==> config.mk <==
export PLATFORM = sky130hd
export DESIGN_NAME = drm_ctrl_axis_bridge_flat
export DESIGN_NICKNAME = d
export VERILOG_FILES = /design/src/rtl/drm_ctrl_axis_pkg.sv /design/src/rtl/drm_ctrl_axis_bridge_if.sv /design/src/rtl/drm_ctrl_axis_fifo.sv /design/src/rtl/drm_ctrl_axis_bridge.sv /design/src/flat_wrapper.sv
export SDC_FILE = /design/constraint.sdc
export NUM_CORES = 1
export LEC_CHECK = 0
export CELL_PAD_IN_SITES_DETAIL_PLACEMENT = 1
export CELL_PAD_IN_SITES_GLOBAL_PLACEMENT = 1
export CORE_MARGIN = 3
export CORE_UTILIZATION = 37
export DETAILED_ROUTE_END_ITERATION = 16
export PLACE_DENSITY = 0.87
export SYNTH_ARGS = -nofsm -noshare
export SYNTH_HDL_FRONTEND = slang
export SYNTH_HIERARCHICAL = 1
export SYNTH_SLANG_ARGS = --single-unit
==> constraint.sdc <==
create_clock -name drm_aclk -period 4 [get_ports drm_aclk]
set_input_delay 0.8 -clock drm_aclk [delete_from_list [all_inputs] [get_ports drm_aclk]]
set_output_delay 0.8 -clock drm_aclk [all_outputs]
set_load 0.02 [all_outputs]
==> src/rtl/drm_ctrl_axis_pkg.sv <==
// rtl/drm_ctrl_axis_pkg.sv - shared constants, bit layout and types for the DRM controller AXIS bridge
package drm_ctrl_axis_pkg;

  localparam int          AXIS_W        = 32;
  localparam int          BUS_W         = 6;
  localparam logic [31:0] DRM_SYNC_WORD = 32'hFFFF_FFFF;

  // TX bus word layout: {26'b0, cs, cyc, adr[1:0], we, dat}
  localparam int BIT_CS     = 5;
  localparam int BIT_CYC    = 4;
  localparam int BIT_ADR_HI = 3;
  localparam int BIT_ADR_LO = 2;
  localparam int BIT_WE     = 1;
  localparam int BIT_DAT    = 0;

  // RX response layout in the low nibble of the return beat
  localparam int BIT_ACK  = 3;
  localparam int BIT_INTR = 2;
  localparam int BIT_STA  = 1;
  localparam int BIT_RDAT = 0;

  typedef enum logic {SYNC, RUN} tx_state_e;

  function automatic logic [BUS_W-1:0] pack_bus(input logic cs, input logic cyc,
                                                input logic [1:0] adr, input logic we,
                                                input logic dat);
    logic [BUS_W-1:0] w;
    w                         = '0;
    w[BIT_CS]                 = cs;
    w[BIT_CYC]                = cyc;
    w[BIT_ADR_HI:BIT_ADR_LO]  = adr;
    w[BIT_WE]                 = we;
    w[BIT_DAT]                = dat;
    return w;
  endfunction

endpackage

==> src/rtl/drm_ctrl_axis_bridge_if.sv <==
// rtl/drm_ctrl_axis_bridge_if.sv - 32-bit AXI4-Stream link between the bridge and the activator
interface drm_ctrl_axis_bridge_if;
  import drm_ctrl_axis_pkg::*;

  logic              tvalid;
  logic              tready;
  logic [AXIS_W-1:0] tdata;

  modport master (output tvalid, output tdata, input tready);
  modport slave  (input tvalid, input tdata, output tready);

endinterface

==> src/rtl/drm_ctrl_axis_fifo.sv <==
// rtl/drm_ctrl_axis_fifo.sv - first-word-fall-through synchronous FIFO for TX bus words
module drm_ctrl_axis_fifo #(
  parameter int WIDTH = 6,
  parameter int DEPTH = 4
) (
  input  logic             clk_i,
  input  logic             rst_i,
  input  logic             push_i,
  input  logic [WIDTH-1:0] din_i,
  input  logic             pop_i,
  output logic [WIDTH-1:0] dout_o,
  output logic             full_o,
  output logic             empty_o
);

  localparam int AW = $clog2(DEPTH);

  logic [WIDTH-1:0] mem_q [DEPTH];
  logic [AW:0]      wr_ptr_q, rd_ptr_q;

  // Pointers carry one extra wrap bit so full and empty are distinguishable.
  assign empty_o = (wr_ptr_q == rd_ptr_q);
  assign full_o  = (wr_ptr_q[AW] != rd_ptr_q[AW]) &&
                   (wr_ptr_q[AW-1:0] == rd_ptr_q[AW-1:0]);
  assign dout_o  = mem_q[rd_ptr_q[AW-1:0]];

  // Storage write; contents are don't-care until pushed, so no reset.
  always_ff @(posedge clk_i) begin
    if (push_i) mem_q[wr_ptr_q[AW-1:0]] <= din_i;
  end

  // Pointer update; push while full is only legal with a simultaneous pop.
  always_ff @(posedge clk_i) begin
    if (rst_i) begin
      wr_ptr_q <= '0;
      rd_ptr_q <= '0;
    end else begin
      if (push_i) wr_ptr_q <= wr_ptr_q + 1'b1;
      if (pop_i)  rd_ptr_q <= rd_ptr_q + 1'b1;
    end
  end

endmodule

==> src/rtl/drm_ctrl_axis_bridge.sv <==
// rtl/drm_ctrl_axis_bridge.sv - controller-side DRM bus tunnel over AXI4-Stream
module drm_ctrl_axis_bridge
  import drm_ctrl_axis_pkg::*;
#(
  parameter int FIFO_DEPTH = 4,
  parameter int SYNC_BEATS = 16
) (
  input  logic                          drm_aclk,
  input  logic                          drm_arst,
  input  logic                          drm_bus_master_o_cs,
  input  logic                          drm_bus_master_o_cyc,
  input  logic                          drm_bus_master_o_we,
  input  logic                          drm_bus_master_o_dat,
  input  logic [1:0]                    drm_bus_master_o_adr,
  output logic                          drm_bus_master_i_ack,
  output logic                          drm_bus_master_i_intr,
  output logic                          drm_bus_master_i_sta,
  output logic                          drm_bus_master_i_dat,
  drm_ctrl_axis_bridge_if.master        drm_to_uip,
  drm_ctrl_axis_bridge_if.slave         uip_to_drm,
  output logic                          link_up,
  output logic                          tx_overflow
);

  localparam int CNT_W = $clog2(SYNC_BEATS + 1);

  tx_state_e        state_q, state_d;
  logic             active_q;
  logic [CNT_W-1:0] sync_cnt_q, sync_cnt_d;
  logic [BUS_W-1:0] last_word_q, last_word_d;
  logic             overflow_q, overflow_d;
  logic [3:0]       resp_q;
  logic             link_up_q;

  logic             tx_tvalid;
  logic [31:0]      tx_tdata;
  logic             fifo_push, fifo_pop, fifo_full, fifo_empty;
  logic [BUS_W-1:0] fifo_head, bus_word;

  assign bus_word = pack_bus(drm_bus_master_o_cs, drm_bus_master_o_cyc, drm_bus_master_o_adr,
                             drm_bus_master_o_we, drm_bus_master_o_dat);

  drm_ctrl_axis_fifo #(.WIDTH(BUS_W), .DEPTH(FIFO_DEPTH)) u_fifo (
    .clk_i   (drm_aclk),
    .rst_i   (drm_arst),
    .push_i  (fifo_push),
    .din_i   (bus_word),
    .pop_i   (fifo_pop),
    .dout_o  (fifo_head),
    .full_o  (fifo_full),
    .empty_o (fifo_empty)
  );

  // TX state, sync counter, change tracker, overflow flag; active_q keeps outputs low for the cycle after reset.
  always_ff @(posedge drm_aclk) begin
    if (drm_arst) begin
      state_q     <= SYNC;
      active_q    <= 1'b0;
      sync_cnt_q  <= '0;
      last_word_q <= '0;
      overflow_q  <= 1'b0;
    end else begin
      state_q     <= state_d;
      active_q    <= 1'b1;
      sync_cnt_q  <= sync_cnt_d;
      last_word_q <= last_word_d;
      overflow_q  <= overflow_d;
    end
  end

  // TX next state: sync preamble, then change-detected bus words through the FIFO.
  always_comb begin
    state_d     = state_q;
    sync_cnt_d  = sync_cnt_q;
    last_word_d = last_word_q;
    overflow_d  = overflow_q;
    fifo_push   = 1'b0;
    fifo_pop    = 1'b0;
    tx_tvalid   = 1'b0;
    tx_tdata    = '0;
    case (state_q)
      SYNC: begin
        tx_tvalid = active_q;
        tx_tdata  = active_q ? DRM_SYNC_WORD : '0;
        if (tx_tvalid && drm_to_uip.tready) begin
          if (sync_cnt_q == CNT_W'(SYNC_BEATS - 1)) state_d = RUN;
          else                                      sync_cnt_d = sync_cnt_q + 1'b1;
        end
      end
      RUN: begin
        tx_tvalid = ~fifo_empty;
        tx_tdata  = fifo_empty ? '0 : {{(32-BUS_W){1'b0}}, fifo_head};
        fifo_pop  = ~fifo_empty & drm_to_uip.tready;
        if (bus_word != last_word_q) begin
          last_word_d = bus_word;
          if (fifo_full && !fifo_pop) overflow_d = 1'b1;
          else                        fifo_push  = 1'b1;
        end
      end
      default: state_d = SYNC;
    endcase
  end

  assign drm_to_uip.tvalid = tx_tvalid;
  assign drm_to_uip.tdata  = tx_tdata;
  assign uip_to_drm.tready = active_q;

  // RX decode: any accepted beat raises link_up; sync beats leave the response untouched.
  always_ff @(posedge drm_aclk) begin
    if (drm_arst) begin
      resp_q    <= '0;
      link_up_q <= 1'b0;
    end else if (uip_to_drm.tvalid && active_q) begin
      link_up_q <= 1'b1;
      if (uip_to_drm.tdata != DRM_SYNC_WORD) resp_q <= uip_to_drm.tdata[3:0];
    end
  end

  assign drm_bus_master_i_ack  = resp_q[BIT_ACK];
  assign drm_bus_master_i_intr = resp_q[BIT_INTR];
  assign drm_bus_master_i_sta  = resp_q[BIT_STA];
  assign drm_bus_master_i_dat  = resp_q[BIT_RDAT];
  assign link_up               = link_up_q;
  assign tx_overflow           = overflow_q;

endmodule

==> src/flat_wrapper.sv <==
// flat-port wrapper written by rule: the top's interface ports become plain ports
module drm_ctrl_axis_bridge_flat import drm_ctrl_axis_pkg::*;
#(
  parameter int FIFO_DEPTH = 4,
  parameter int SYNC_BEATS = 16
)
  (drm_aclk, drm_arst, drm_bus_master_o_cs, drm_bus_master_o_cyc, drm_bus_master_o_we, drm_bus_master_o_dat, drm_bus_master_o_adr, drm_bus_master_i_ack, drm_bus_master_i_intr, drm_bus_master_i_sta, drm_bus_master_i_dat, link_up, tx_overflow, drm_to_uip_tvalid, drm_to_uip_tdata, drm_to_uip_tready, uip_to_drm_tvalid, uip_to_drm_tdata, uip_to_drm_tready);
  drm_ctrl_axis_bridge_if drm_to_uip_i ();
  drm_ctrl_axis_bridge_if uip_to_drm_i ();
  input  logic drm_aclk;
  input  logic drm_arst;
  input  logic drm_bus_master_o_cs;
  input  logic drm_bus_master_o_cyc;
  input  logic drm_bus_master_o_we;
  input  logic drm_bus_master_o_dat;
  input  logic [1:0] drm_bus_master_o_adr;
  output logic drm_bus_master_i_ack;
  output logic drm_bus_master_i_intr;
  output logic drm_bus_master_i_sta;
  output logic drm_bus_master_i_dat;
  output logic link_up;
  output logic tx_overflow;
  output wire logic [$bits(drm_to_uip_i.tvalid)-1:0] drm_to_uip_tvalid;
  output wire logic [$bits(drm_to_uip_i.tdata)-1:0] drm_to_uip_tdata;
  input wire logic [$bits(drm_to_uip_i.tready)-1:0] drm_to_uip_tready;
  input wire logic [$bits(uip_to_drm_i.tvalid)-1:0] uip_to_drm_tvalid;
  input wire logic [$bits(uip_to_drm_i.tdata)-1:0] uip_to_drm_tdata;
  output wire logic [$bits(uip_to_drm_i.tready)-1:0] uip_to_drm_tready;
  assign drm_to_uip_tvalid = drm_to_uip_i.tvalid;
  assign drm_to_uip_tdata = drm_to_uip_i.tdata;
  assign drm_to_uip_i.tready = drm_to_uip_tready;
  assign uip_to_drm_i.tvalid = uip_to_drm_tvalid;
  assign uip_to_drm_i.tdata = uip_to_drm_tdata;
  assign uip_to_drm_tready = uip_to_drm_i.tready;
  drm_ctrl_axis_bridge #(.FIFO_DEPTH(FIFO_DEPTH), .SYNC_BEATS(SYNC_BEATS)) u_core (.drm_aclk(drm_aclk), .drm_arst(drm_arst), .drm_bus_master_o_cs(drm_bus_master_o_cs), .drm_bus_master_o_cyc(drm_bus_master_o_cyc), .drm_bus_master_o_we(drm_bus_master_o_we), .drm_bus_master_o_dat(drm_bus_master_o_dat), .drm_bus_master_o_adr(drm_bus_master_o_adr), .drm_bus_master_i_ack(drm_bus_master_i_ack), .drm_bus_master_i_intr(drm_bus_master_i_intr), .drm_bus_master_i_sta(drm_bus_master_i_sta), .drm_bus_master_i_dat(drm_bus_master_i_dat), .drm_to_uip(drm_to_uip_i), .uip_to_drm(uip_to_drm_i), .link_up(link_up), .tx_overflow(tx_overflow));
endmodule
==> summary.md, run 1 <==
| Metric | Value |
|---|---|
| Clk root buf | `clkbuf_8` |
| Die Width | `86.7 um` |
| CTS Hold Bufs | `0` |
| Outcome | `complete, no violations` |
| PostCTS Resize Cnt | `0` |
| Met3 wire len | `439 um` |
| Setup CP Type | `reg2out` |
| Max Freq | `315 MHz` |
| Post-CTS setup buffer count | `0` |
| Post-layout util | `52.0%` |
| Gr usage total | `13.7%` |
| CTS tree | `built` |
| Type of the worst min-delay path | `reg2reg` |
| Highest routed layer | `met4` |
| Routed Antenna Nets | `0` |
| FF-to-FF End | `u_core/u_fifo/mem_q[1][3]` |
| Antenna violations before repair | `0` |
| Finished Layout Cells | `346` |
| Drt first pass iters | `4` |
| Worst Max-Slew Pin Slew | `0.616 ns` |
| Clock buffer count from CTS | `5` |
| Ys async rst share | `0%` |
| Hold Crit Endpoint | `u_core/resp_q[0]` |
| Share of cells above drive strength 1 | `7.01%` |
| R2R Path Start | `u_core/state_q` |
| Crit path max fanout | `33` |
| Via count of the first global-routing pass | `1695` |
| Flop2flop setup slack | `2.00 ns` |
| Post-synth top area share | `29.9%` |
| Routed WL | `5.08 mm` |
| Hold Path Depth | `2` |
| Skew-Pair Late Insertion Delay | `0.30 ns` |
| Die height | `86.7 um` |
| Power per cell area | `309 nW/um2` |
| Fin crit share | `79.3%` |
| Post-detail-place hpwl | `4.05 mm` |
| Port buffer count | `81` |
| Placed insts | `338` |
| RSZ-0062 raised after global routing | `false` |
| Synth area leader | `edfxtp_1` |
| Final setup violation count | `0` |
| Worst-path clk slew | `0.09 ns` |
| Tmin final | `3.17 ns` |
| VDD IR max | `0.146 mV` |
| Sequential share of the synthesized area | `52.3%` |
| Critical Path RT | `3.20 ns` |
| Ys flop type | `dfxtp_1` |
| Max-slew headroom | `58.9%` |
| Reg2Reg Depth | `4` |
| Final Hold Vio Count | `0` |
| Antenna diodes | `0` |
| Slew Limit Fails | `0` |
| Leakage power | `0.00113 uW` |
| WL met1 | `1.96 mm` |
| Nets | `319` |
| Io pins | `82` |
| Vias per cell | `4.92` |
| Largest net degree at the start of global routing | `34` |
| Cell variety after synth | `31` |
| DR vias | `1704` |
| Syn_nets | `262` |
| Core area | `6130 um2` |
| Max-Cap Viols | `0` |
| Row Count | `28` |
| Number of synthesized register bits | `51` |
| Initial drt markers | `73` |
| CTS H-tree depth | `2` |
| Setup_tns | `0 ns` |
| Final Skew | `0.00320 ns` |
| Syn_area_per_cell | `11.3 um2` |
| Critical Path AT | `2.37 ns` |
| Post-synth EDFFs | `24` |
| Count leader, synth | `dfxtp_1` |
| Routed len/inst | `14.7 um` |
| Met2 WL | `2.63 mm` |
| Worst Setup Start Kind | `flop` |
| Remaining DRCs | `0` |
| Placed instance area | `3100 um2` |
| Hold path start | `u_core/resp_q[0]` |
| CTS max path bufs | `2` |
| Area growth syn-to-layout | `32.3%` |
| Mapped Area | `2410 um2` |
| CP Capture Type | `output port` |
| Largest cells by area after synthesis | `edfxtp_1 (30%), dfxtp_1 (22%), buf_4 (7.8%)` |
| Ys Warns | `6` |
| # clock sinks | `51` |
| Most frequent cells after synthesis | `dfxtp_1 (27), nor2_1 (26), buf_4 (25), edfxtp_1 (24), nand2_1 (19)` |
| Finished layout cell area | `3190 um2` |
| Initial Util | `39.3%` |
| Gate Count Post-Synth | `213` |
| GRT overflow | `0` |
| Final estimated routing congestion in global placement | `0.675` |
| Final hold slack | `0.466 ns` |
| Die ar. | `7520 um2` |
| Global-route wire length before repair | `7.91 mm` |
| Final-layout fill cell count | `658` |
worst max-delay path, cell delays in order (launching register included):
cell             delay, ns
dfxtp_1               0.57
nor2b_2               0.07
buf_4                 0.23
a21oi_1               0.52
nor2_1                0.11
clkdlybuf4s50_1       0.57
routing by layer:
metal  track usage [%]  vias to the layer above
li1                  -                      823
met3              4.09                        5
met1              14.0                      797
met4              3.82                        0
met5                 0                        -
met2              26.5                       79
worst max path at each step:
stage	start	to	slack, ns	depth (start not counted)
5_1_grt	u_core/u_fifo/wr_ptr_q[0]	drm_to_uip_tdata[0]	0.63	6
3_5_place_dp	drm_bus_master_o_adr[0]	u_core/u_fifo/mem_q[1][0]	0.94	7
3_3_place_gp	drm_bus_master_o_adr[0]	u_core/u_fifo/mem_q[1][0]	1.10	7
4_1_cts	u_core/state_q	drm_to_uip_tdata[5]	0.77	5
2_1_floorplan	u_core/uip_to_drm.tready	drm_to_uip_tdata[0]	1.61	4
6_report	u_core/state_q	drm_to_uip_tdata[5]	0.83	5
final cells by class:
type / count / area [um2] / share of cell area [%]
clock inverter: 3 / 20.0 / 0.628
tap: 75 / 93.8 / 2.94
sequential: 51 / 1260 / 39.5
inverter: 7 / 26.3 / 0.824
multi-input combinational: 122 / 893 / 28.0
timing repair buffer: 83 / 826 / 25.9
clock buffer: 5 / 68.8 / 2.16
where the power goes:
| group | switching, uW | internal [uW] |
|---|---|---|
| Clock | 166 | 122 |
| Combinational | 65.7 | 79.3 |
| Sequential | 3.65 | 550 |
cell usage in the layout, fill, tap and decap left out, types with 2 or more instances in the layout:
master and instances:
nor2_1 26, a21bo_2 2, clkbuf_8 5, inv_1 6
ha_1 7, mux4_2 6, clkdlybuf4s50_1 81, nand2_1 19
buf_4 2, nand3b_1 2, edfxtp_1 24, and2_1 4
nor4_1 2, dfxtp_1 27, xor2_1 6, xnor2_1 8
nand4_1 10, mux2i_1 13, a21oi_1 6, and3_1 2
sequential cells by signal, summed over array words and instances (netlist names), named ones only:
register                  cells
u_core/u_fifo/mem_q          24
u_core/last_word_q            6
u_core/sync_cnt_q             5
u_core/resp_q                 4
u_core/u_fifo/rd_ptr_q        3
u_core/u_fifo/wr_ptr_q        3
u_core/link_up                1
u_core/state_q                1
u_core/tx_overflow            1
u_core/uip_to_drm.tready      1
metrics by stage:
stage	setup WS (ns)	total power, uW
6_report	0.826	986
5_1_grt	0.631	1030
4_1_cts	0.767	1000
3_5_place_dp	0.939	713
3_3_place_gp	1.10	709
2_1_floorplan	1.61	637
cell families after synthesis:
logic type,count (synthesis),share of synthesized area [%]
DFF,51,52.3
buffers and inverters,40,10.7
xor gates and xnor gates,14,5.09
muxes,19,11.0
and+or+nand+nor,70,13.8
AOI/OAI and AO/OA,12,3.43
adders and majority gates,7,3.63
No activity file was read; power rests on OpenSTA's default activity.
==> run 2, diff against run 1 <==
--- a/config.mk
+++ b/config.mk
@@ -8,9 +8,9 @@
 export CELL_PAD_IN_SITES_DETAIL_PLACEMENT = 1
 export CELL_PAD_IN_SITES_GLOBAL_PLACEMENT = 1
 export CORE_MARGIN = 3
-export CORE_UTILIZATION = 37
+export CORE_UTILIZATION = 35
 export DETAILED_ROUTE_END_ITERATION = 16
-export PLACE_DENSITY = 0.87
+export PLACE_DENSITY = 0.83
 export SYNTH_ARGS = -nofsm -noshare
 export SYNTH_HDL_FRONTEND = slang
 export SYNTH_HIERARCHICAL = 1
==> constraint.sdc (replaced) <==
create_clock -name drm_aclk -period 3.1 [get_ports drm_aclk]
set_input_delay 0.62 -clock drm_aclk [delete_from_list [all_inputs] [get_ports drm_aclk]]
set_output_delay 0.62 -clock drm_aclk [all_outputs]
set_load 0.02 [all_outputs]
==> summary.md, run 2 (synthesis gave the netlist of run 1 again) <==
| Metric | Value |
|---|---|
| CTS max path bufs | `2 (unchanged)` |
| Slowest cell on the critical path | `dfxtp_1` |
| Placed insts | `343 (+1.5%)` |
| Hold Crit Endpoint | `u_core/resp_q[0]` |
| Placed instance area | `3130 um2 (+0.81%)` |
| VDD IR max | `0.177 mV (+21%)` |
| Hold path start | `u_core/resp_q[0]` |
| Critical Path RT | `2.48 ns (-0.72 ns)` |
| Routed Antenna Nets | `0 (unchanged)` |
| Core area | `6490 um2 (+5.9%)` |
| Antenna diodes | `0 (unchanged)` |
| Outcome | `complete, no violations` |
| Worst-path clk slew | `0.08 ns (about the same)` |
| Initial drt markers | `49 (-33%)` |
| Flop2flop setup slack | `1.03 ns (-0.97 ns)` |
| Antenna violations before repair | `0 (unchanged)` |
| Final Hold Vio Count | `0 (unchanged)` |
| Worst Setup Start Kind | `flop` |
| Final estimated routing congestion in global placement | `0.686 (+1.7%)` |
| Gr usage total | `13.1% (-0.60 points)` |
| Die ar. | `7920 um2 (+5.3%)` |
| Worst Max-Slew Pin Slew | `0.522 ns (-0.0935 ns)` |
| Io pins | `82 (unchanged)` |
| Post-CTS setup buffer count | `0 (unchanged)` |
| Drt first pass iters | `4 (unchanged)` |
| Clk root buf | `clkbuf_8` |
| PostCTS Resize Cnt | `0 (unchanged)` |
| Via count of the first global-routing pass | `1765 (+4.1%)` |
| Die height | `89 um (+2.6%)` |
| Setup_tns | `0 ns (unchanged)` |
| Area growth syn-to-layout | `34.2%` |
| Setup CP Type | `reg2out` |
| Routed len/inst | `14.5 um (-1.5%)` |
| Finished Layout Cells | `351 (+1.4%)` |
| Final WS setup | `0.331 ns (-0.495 ns)` |
| Initial Util | `37.1% (-2.2 points)` |
| Top delay family on crit path | `flip-flops` |
| Slew Limit Fails | `0 (unchanged)` |
| Die Width | `89 um (+2.6%)` |
| Post-place setup slack | `0.326 ns (-0.613 ns)` |
| Largest register FFs | `24 (unchanged)` |
| Max-Cap Viols | `0 (unchanged)` |
| Power per cell area | `416 nW/um2 (+35%)` |
| Commonest non-fill, non-tap cell in the layout | `clkdlybuf4s50_1` |
| Remaining DRCs | `0 (unchanged)` |
| Skew-Pair Late Insertion Delay | `0.30 ns (about the same)` |
| Commonest non-fill, non-tap cells in the layout | `clkdlybuf4s50_1 (81), dfxtp_1 (27), nor2_1 (26)` |
| CTS H-tree depth | `2 (unchanged)` |
| Reg2Reg Depth | `6 (+2)` |
| R2R Path Start | `u_core/u_fifo/wr_ptr_q[0]` |
| Routed WL | `5.07 mm (-0.12%)` |
| CP Capture Type | `output port` |
| GRT overflow | `0 (unchanged)` |
| Tmin final | `2.77 ns` |
| Crit path max fanout | `6 (-82%)` |
| Clock buffer count from CTS | `5 (unchanged)` |
| Worst-path cell chain | `mux4_2 > nor2_1 > nor2_1 > clkdlybuf4s50_1` |
| Max-slew headroom | `65.2% (+6.2 points)` |
| Nets | `322 (+0.94%)` |
| Fin crit share | `89.3%` |
| Critical Path AT | `2.15 ns (-0.22 ns)` |
| Crit path largest cell delay | `0.59 ns (+0.02 ns)` |
| Largest net degree at the start of global routing | `33 (-2.9%)` |
| Global-route wire length before repair | `8.01 mm (+1.2%)` |
| Vias per cell | `4.89 (-0.79%)` |
| Final Skew | `0.00922 ns (+0.00602 ns)` |
| Finished layout cell area | `3240 um2 (+1.5%)` |
| Cell mode on critical path | `nor2_1` |
| Max Freq | `361 MHz` |
| Final setup violation count | `0 (unchanged)` |
| Share of cells above drive strength 1 | `8.03% (+1.0 points)` |
| CTS Hold Bufs | `0 (unchanged)` |
| Hold Path Depth | `2 (unchanged)` |
| Row Count | `29 (+3.6%)` |
| Port buffer count | `81 (unchanged)` |
| CTS tree | `built` |
| Buf/Inv on CP | `1 (-1)` |
| # clock sinks | `51 (unchanged)` |
| Type of the worst min-delay path | `reg2reg` |
| FF-to-FF End | `u_core/u_fifo/mem_q[3][5]` |
| DR vias | `1715 (+0.65%)` |
| Leakage power | `0.00116 uW (+2.2%)` |
| Post-detail-place hpwl | `4.03 mm (-0.35%)` |
| RSZ-0062 raised after global routing | `false` |
run 2: cell types whose count changed in the layout (fill, tap and decap cells not counted), sizes merged:
| cell | previous run | this run |
|---|---|---|
| clkinv | 2 | 0 |
| clkbuf | 5 | 6 |
| bufinv | 0 | 1 |
| buf | 2 | 5 |
run 2: worst reg2reg max path, cell delays in order (launching register included):
cell and delay, ns:
dfxtp_1 0.45, xor2_1 0.22, nor3b_1 0.08, inv_1 0.08, nand2_1 0.09, a21boi_0 0.42
and2_1 0.42
run 2: worst max-delay path by stage:
stage	startpoint	to	slack (ns)	cells past startpoint
after CTS	flop	drm_to_uip_tdata[5]	0.28	4
after global routing	flop	drm_to_uip_tdata[1]	0.21	4
after floorplan	u_core/uip_to_drm.tready	drm_to_uip_tdata[0]	0.89	4
after detailed placement	drm_bus_master_o_dat	u_core/u_fifo/mem_q[3][2]	0.33	5
after global placement	drm_bus_master_o_cyc	u_core/u_fifo/mem_q[1][4]	0.50	5
final	flop	drm_to_uip_tdata[5]	0.33	4
run 2: routing by layer:
layer | vias to the layer above | track usage, % | share of wire [%]
met3 | 5 | 3.50 | 9.2
met1 | 801 | 14.6 | 40
li1 | 829 | - | -
met5 | - | 0 | 0
met4 | 0 | 3.65 | 0.89
met2 | 80 | 24.4 | 50
run 2: area by class of cell:
class                           count  area, um2
Multi-Input combinational cell    122        893
Tap cell                           77       96.3
Timing Repair Buffer               86        848
Clock buffer                        6       72.6
Sequential cell                    51       1260
Fill cell                         698       3260
Clock inverter                      2       37.5
Inverter                            7       26.3
run 2: through the flow:
stage / power, uW / hold WS (ns) / util, %
CTS: 1360 / 0.470 / 49.8
global route: 1410 / 0.485 / 49.8
detailed placement: 921 / 0.449 / 48.1
global placement: 917 / 0.443 / 48.1
finish: 1350 / 0.466 / 49.8
floorplan: 822 / 0.446 / -
run 2: report_power, final:
| part | switching (uW) | internal [uW] | leakage [uW] |
|---|---|---|---|
| Combinational | 84.6 | 104 | 0.000673 |
| Sequential | 4.45 | 710 | 0.000435 |
| Clock | 202 | 241 | 0.0000514 |
